`src/rtl/ex_mem_pkg.sv`:
```
// Shared layout for the elastic EX/MEM register: default field widths, the packed
// payload bundle {func3, mem_re, mem_we, reg_en, rd, store_data, alu} and its bit offsets.
package ex_mem_pkg;

  localparam int XLEN_DEF = 32;
  localparam int RA_W_DEF = 5;
  localparam int F3_W_DEF = 3;

  // Occupancy doubles as the control state of the two-slot buffer.
  typedef enum logic [1:0] {
    OCC_EMPTY = 2'd0,
    OCC_ONE   = 2'd1,
    OCC_FULL  = 2'd2
  } occ_e;

  function automatic int sd_lsb(input int xlen);
    return xlen;
  endfunction

  function automatic int rd_lsb(input int xlen);
    return 2 * xlen;
  endfunction

  function automatic int regen_bit(input int xlen, input int ra_w);
    return 2 * xlen + ra_w;
  endfunction

  function automatic int we_bit(input int xlen, input int ra_w);
    return 2 * xlen + ra_w + 1;
  endfunction

  function automatic int re_bit(input int xlen, input int ra_w);
    return 2 * xlen + ra_w + 2;
  endfunction

  function automatic int f3_lsb(input int xlen, input int ra_w);
    return 2 * xlen + ra_w + 3;
  endfunction

  function automatic int bundle_w(input int xlen, input int ra_w, input int f3_w);
    return 2 * xlen + ra_w + 3 + f3_w;
  endfunction

endpackage

```
`src/rtl/ex_mem_slot.sv`:
```
// One buffer entry: a valid flag plus a payload word. Clear beats load so a flush
// always wins; clearing leaves the payload untouched so outputs hold their last value.
module ex_mem_slot #(
  parameter int W = 8
) (
  input  logic         clk,
  input  logic         reset,
  input  logic         i_load,
  input  logic         i_clear,
  input  logic [W-1:0] i_data,
  output logic         o_valid,
  output logic [W-1:0] o_data
);

  logic         r_valid;
  logic [W-1:0] r_data;

  // NOTE: state registers use non-blocking assignments so every flop samples pre-edge values.
  always_ff @(posedge clk) begin
    if (reset) begin
      r_valid <= 1'b0;
      // NOTE: the payload is reset too, so MEM reads all-zero data right after reset.
      r_data  <= '0;
    end else if (i_clear) begin
      r_valid <= 1'b0;
    end else if (i_load) begin
      r_valid <= 1'b1;
      r_data  <= i_data;
    end
  end

  assign o_valid = r_valid;
  assign o_data  = r_data;

endmodule

```
`src/rtl/ex_mem_elastic.sv`:
```
// Elastic EX/MEM pipeline register with valid/ready handshake, flush and an optional
// two-entry skid buffer that keeps MEM back-pressure off the combinational EX ready path.
module ex_mem_elastic
  import ex_mem_pkg::*;
#(
  parameter int XLEN = XLEN_DEF,
  parameter int RA_W = RA_W_DEF,
  parameter int F3_W = F3_W_DEF,
  parameter int SKID = 1
) (
  input  logic            clk,
  input  logic            reset,
  input  logic            flush,
  input  logic            in_valid,
  output logic            in_ready,
  input  logic [XLEN-1:0] alu_in,
  input  logic [XLEN-1:0] store_data_in,
  input  logic [RA_W-1:0] rd_addr_in,
  input  logic            reg_enable_in,
  input  logic            mem_we_in,
  input  logic            mem_re_in,
  input  logic [F3_W-1:0] func3_in,
  output logic            out_valid,
  input  logic            out_ready,
  output logic [XLEN-1:0] alu_out,
  output logic [XLEN-1:0] store_data_out,
  output logic [RA_W-1:0] rd_addr_out,
  output logic [F3_W-1:0] func3_out,
  output logic            reg_enable_out,
  output logic            mem_we_out,
  output logic            mem_re_out,
  output logic            fwd_valid,
  output logic            load_pending,
  output logic [1:0]      occupancy
);

  localparam int BW        = bundle_w(XLEN, RA_W, F3_W);
  localparam int SD_LSB    = sd_lsb(XLEN);
  localparam int RD_LSB    = rd_lsb(XLEN);
  localparam int REGEN_BIT = regen_bit(XLEN, RA_W);
  localparam int WE_BIT    = we_bit(XLEN, RA_W);
  localparam int RE_BIT    = re_bit(XLEN, RA_W);
  localparam int F3_LSB    = f3_lsb(XLEN, RA_W);

  logic [BW-1:0] w_in_bundle;
  logic [BW-1:0] w_m_din;
  logic [BW-1:0] w_m_data;
  logic [BW-1:0] w_s_data;
  logic          w_m_valid;
  logic          w_s_valid;
  logic          w_in_fire;
  logic          w_out_fire;
  logic          w_m_load;
  logic          w_m_clear;
  logic          w_m_src_s;
  logic          w_s_load;
  logic          w_s_clear;
  occ_e          w_state;

  assign w_in_bundle = {func3_in, mem_re_in, mem_we_in, reg_enable_in,
                        rd_addr_in, store_data_in, alu_in};

  // With the skid slot, ready depends only on a flop; without it, MEM ready passes straight through.
  assign in_ready   = (SKID != 0) ? ~w_s_valid : (out_ready | ~w_m_valid);
  assign out_valid  = w_m_valid;
  assign w_in_fire  = in_valid & in_ready;
  assign w_out_fire = w_m_valid & out_ready;

  always_comb begin
    w_state = OCC_EMPTY;
    if (w_s_valid)      w_state = OCC_FULL;
    else if (w_m_valid) w_state = OCC_ONE;
  end

  always_comb begin
    // NOTE: every output of this block gets a default first, so no path can infer a latch.
    w_m_load  = 1'b0;
    w_m_clear = flush;
    w_m_src_s = 1'b0;
    w_s_load  = 1'b0;
    w_s_clear = flush;
    if (SKID != 0) begin
      case (w_state)
        OCC_EMPTY: begin
          w_m_load = w_in_fire;
        end
        OCC_ONE: begin
          if (w_in_fire && w_out_fire) w_m_load  = 1'b1;
          else if (w_in_fire)          w_s_load  = 1'b1;
          else if (w_out_fire)         w_m_clear = 1'b1;
        end
        OCC_FULL: begin
          if (w_out_fire) begin
            w_m_load  = 1'b1;
            w_m_src_s = 1'b1;
            w_s_clear = 1'b1;
          end
        end
        default: ;
      endcase
    end else begin
      w_m_load  = w_in_fire;
      w_m_clear = flush | (w_out_fire & ~w_in_fire);
    end
  end

  assign w_m_din = w_m_src_s ? w_s_data : w_in_bundle;

  ex_mem_slot #(.W(BW)) u_slot_m (
    .clk     (clk),
    .reset   (reset),
    .i_load  (w_m_load),
    .i_clear (w_m_clear),
    .i_data  (w_m_din),
    .o_valid (w_m_valid),
    .o_data  (w_m_data)
  );

  generate
    if (SKID != 0) begin : g_skid
      ex_mem_slot #(.W(BW)) u_slot_s (
        .clk     (clk),
        .reset   (reset),
        .i_load  (w_s_load),
        .i_clear (w_s_clear),
        .i_data  (w_in_bundle),
        .o_valid (w_s_valid),
        .o_data  (w_s_data)
      );
    end else begin : g_no_skid
      assign w_s_valid = 1'b0;
      assign w_s_data  = '0;
    end
  endgenerate

  assign alu_out        = w_m_data[XLEN-1:0];
  assign store_data_out = w_m_data[SD_LSB +: XLEN];
  assign rd_addr_out    = w_m_data[RD_LSB +: RA_W];
  assign func3_out      = w_m_data[F3_LSB +: F3_W];
  assign reg_enable_out = w_m_valid & w_m_data[REGEN_BIT];
  assign mem_we_out     = w_m_valid & w_m_data[WE_BIT];
  assign mem_re_out     = w_m_valid & w_m_data[RE_BIT];
  assign fwd_valid      = reg_enable_out & (rd_addr_out != '0);
  assign load_pending   = mem_re_out;
  assign occupancy      = w_state;

endmodule

```
`config.mk`:
```
export PLATFORM = sky130hd
export DESIGN_NAME = ex_mem_elastic
export DESIGN_NICKNAME = d
export VERILOG_FILES = /design/src/rtl/ex_mem_pkg.sv /design/src/rtl/ex_mem_slot.sv /design/src/rtl/ex_mem_elastic.sv
export SDC_FILE = /design/constraint.sdc
export NUM_CORES = 1
export LEC_CHECK = 0
export BUFFER_PORTS_ARGS = -buffer_cell sky130_fd_sc_hd__buf_4
export CORE_MARGIN = 1.5
export CORE_UTILIZATION = 55
export CTS_CLUSTER_SIZE = 25
export DETAILED_ROUTE_END_ITERATION = 10
export PLACE_DENSITY = 0.86
export SLEW_MARGIN = 10
export SYNTH_ARGS = -nofsm -noshare
export SYNTH_HDL_FRONTEND = slang
export SYNTH_SLANG_ARGS = --single-unit
```
`constraint.sdc`:
```
create_clock -name clk -period 2.1 [get_ports clk]
set_input_delay 0.105 -clock clk [delete_from_list [all_inputs] [get_ports clk]]
set_output_delay 0.105 -clock clk [all_outputs]
set_load 0.01 [all_outputs]
```
==> out/metrics.cfg <==
[floorplan]
die_w_um=119
row_count=42
die_area_um2=14100
ioPinCount=161
die_height_um=119
start_util=0.559
core_um2=13100

[layout]
diodes=0
finalNetCount=976
mostFrequentLayoutCell=buf_4
syn_to_final_growth_pct=27.7
final_area_um2=9380
final_cell_mix=buf_4, dfxtp_1
fin_cells=1085
drive_above_1_share=0.295

[drt]
drt_drc_violations_left=0
wl_um=20300
antenna_left=0
viasPerCell=6.09
dr.pass1.iters=5
wl_per_cell_um=18.7
drt_iter0_drc=657
vias=6603

[pwr]
p_leak_nw=3.96
power.switching_w=0.00179
switching_share=0.258
p_comb_frac=0.143
pwr-share-seq=0.441
ir_worst_vdd_v=0.000430
power.density_nw_per_um2=742
power_frac_clock=0.416
p_int_w=0.00516

[synthesis]
syn_area_per_cell_um2=9.34
synth-edff-count=0
yosysSeqAreaShare=0.414
synth-async-reset-ratio=0
synthCells=787
ys_warn_count=0
yosys_most_used_dff=dfxtp_1
syn-num-nets=867
syn_area_um2=7350
ys_ff_latch=152
yosys.cell_types.count=29

[worst_setup_path]
critPathMaxFanout=44
crit_arrival_ns=2.19
worst_ep_required_time_ns=2.37
crit_path_start_kind=flip-flop
path_class=flip-flop to flip-flop
cp-end-kind=flip-flop

[sta]
finalHoldViolCount=0
rsz0062_at_grt=false
finalSetupTns_ns=0
final_max_slew_viol_count=0
fmax_mhz=520
timing.slew.headroom=0.499
worst_clock_skew_ns=0.00613
finalCritPeriodShare=0.916
max_slew.worst_pin.slew_ns=0.752
fin_hold_ws_ns=0.0446
setup-violations-final=0
period_minus_slack_ns=1.92

[clock_tree]
h-tree-depth=4
cts_setup_buffers=0
cts_tree=yes
cts_buffer_depth=2
clk_pin_slew_ns=0.06
clock_latency_ns=0.42
cts-hold-fix-buffers=75
numCtsBuffers=17
cts_root_buffer=clkbuf_16
cts_resized=0
cts_sinks=152

[placed_design]
postPlaceCellArea_um2=8070
place_congestion=0.775
dpl.cell_count=978
port_buffers=160
dp_hpwl_um=10600

[hold_path]
holdCritPathClass=input port to flip-flop

[grt]
grt-ovfl-total=0
grt_antenna_before_repair=0
grt_usage=0.288
grt_pass1_wl_um=32700
grt_max_degree=78
grt_pass1_vias=6423

[run_status]
outcome=finished clean

[job]
drv_cap=0

[routing by layer]
layer	global-route usage	share of wire	wire [um]
met5	0	0	0
met4	0.119	0.028	561
met3	0.0656	0.062	1260
met2	0.481	0.50	10100
met1	0.358	0.41	8360
[path summary, 6_finish.rpt]
path | startpoint | to | slack (ns) | cells past startpoint
worst max-delay path | u_slot_m.o_valid | u_slot_m.o_data[63] | 0.18 | 4
worst min-delay path | in_valid | u_slot_m.o_valid | 0.04 | 3
worst max register to register | u_slot_m.o_valid | u_slot_m.o_data[63] | 0.18 | 4
worst min register to register | g_skid.u_slot_s.o_data[14] | g_skid.u_slot_s.o_data[14] | 0.47 | 2
[per-stage QoR]
step / util / setup slack [ns] / power (W)
after global routing: 0.714 / 0.0570 / 0.00718
after floorplan: - / 0.633 / 0.00372
after detailed placement: 0.614 / 0.175 / 0.00399
final: 0.714 / 0.176 / 0.00696
after CTS: 0.714 / 0.175 / 0.00696
after global placement: 0.614 / 0.246 / 0.00397
[layout make-up]
class                           count  area [um^2]
Clock inverter                     12          103
Tap cell                          176          220
Sequential cell                   152         3040
Timing Repair Buffer              255         2220
Multi-Input combinational cell    468         3330
Clock buffer                       20          457
Fill cell                         923         3750
Inverter                            2         10.0
[Yosys cell counts, drive strengths merged, types with 2 or more instances]
library cell / instances / area [um^2]
mux2i: 75 / 751
nand2b: 2 / 12.5
clkbuf: 53 / 206
a211oi: 75 / 813
dfxtp: 152 / 3040
nor2b: 2 / 12.5
nand3: 76 / 385
a31oi: 75 / 469
a21oi: 75 / 375
buf: 112 / 790
o21ai: 75 / 375
a22oi: 2 / 15.0
and2: 3 / 18.8
inv: 2 / 7.50
[logic make-up (layout without fill, tap and decap cells)]
| logic type | after synthesis | after routing | synth area share |
|---|---|---|---|
| DFF | 152 | 152 | 0.414 |
| and+or+nand+nor | 89 | 89 | 0.0654 |
| AOI/OAI and AO/OA | 303 | 303 | 0.280 |
| muxes | 76 | 76 | 0.104 |
| buffers and inverters | 167 | 289 | 0.137 |
[power groups by stage]
| stage | Sequential [W] | Clock, W | Combinational, W |
|---|---|---|---|
| after floorplan | 0.00310 | 0 | 0.000615 |
| after global placement | 0.00312 | 0 | 0.000843 |
| after detailed placement | 0.00313 | 0 | 0.000860 |
| after CTS | 0.00307 | 0.00291 | 0.000977 |
| after global routing | 0.00308 | 0.00304 | 0.00106 |
| final | 0.00307 | 0.00289 | 0.000997 |
[sequential cells by signal, indices dropped and copies added (netlist names)]
| signal | flops |
|---|---|
| g_skid.u_slot_s.o_data | 75 |
| u_slot_m.o_data | 75 |
| g_skid.u_slot_s.o_valid | 1 |
| u_slot_m.o_valid | 1 |
[critical path: stages (launching register included)]
cell      delay (ns)
dfxtp_1         0.60
mux2_4          0.26
and3_4          0.18
buf_4           0.55
a211oi_1        0.16
No activity file was read; power rests on OpenSTA's default activity.
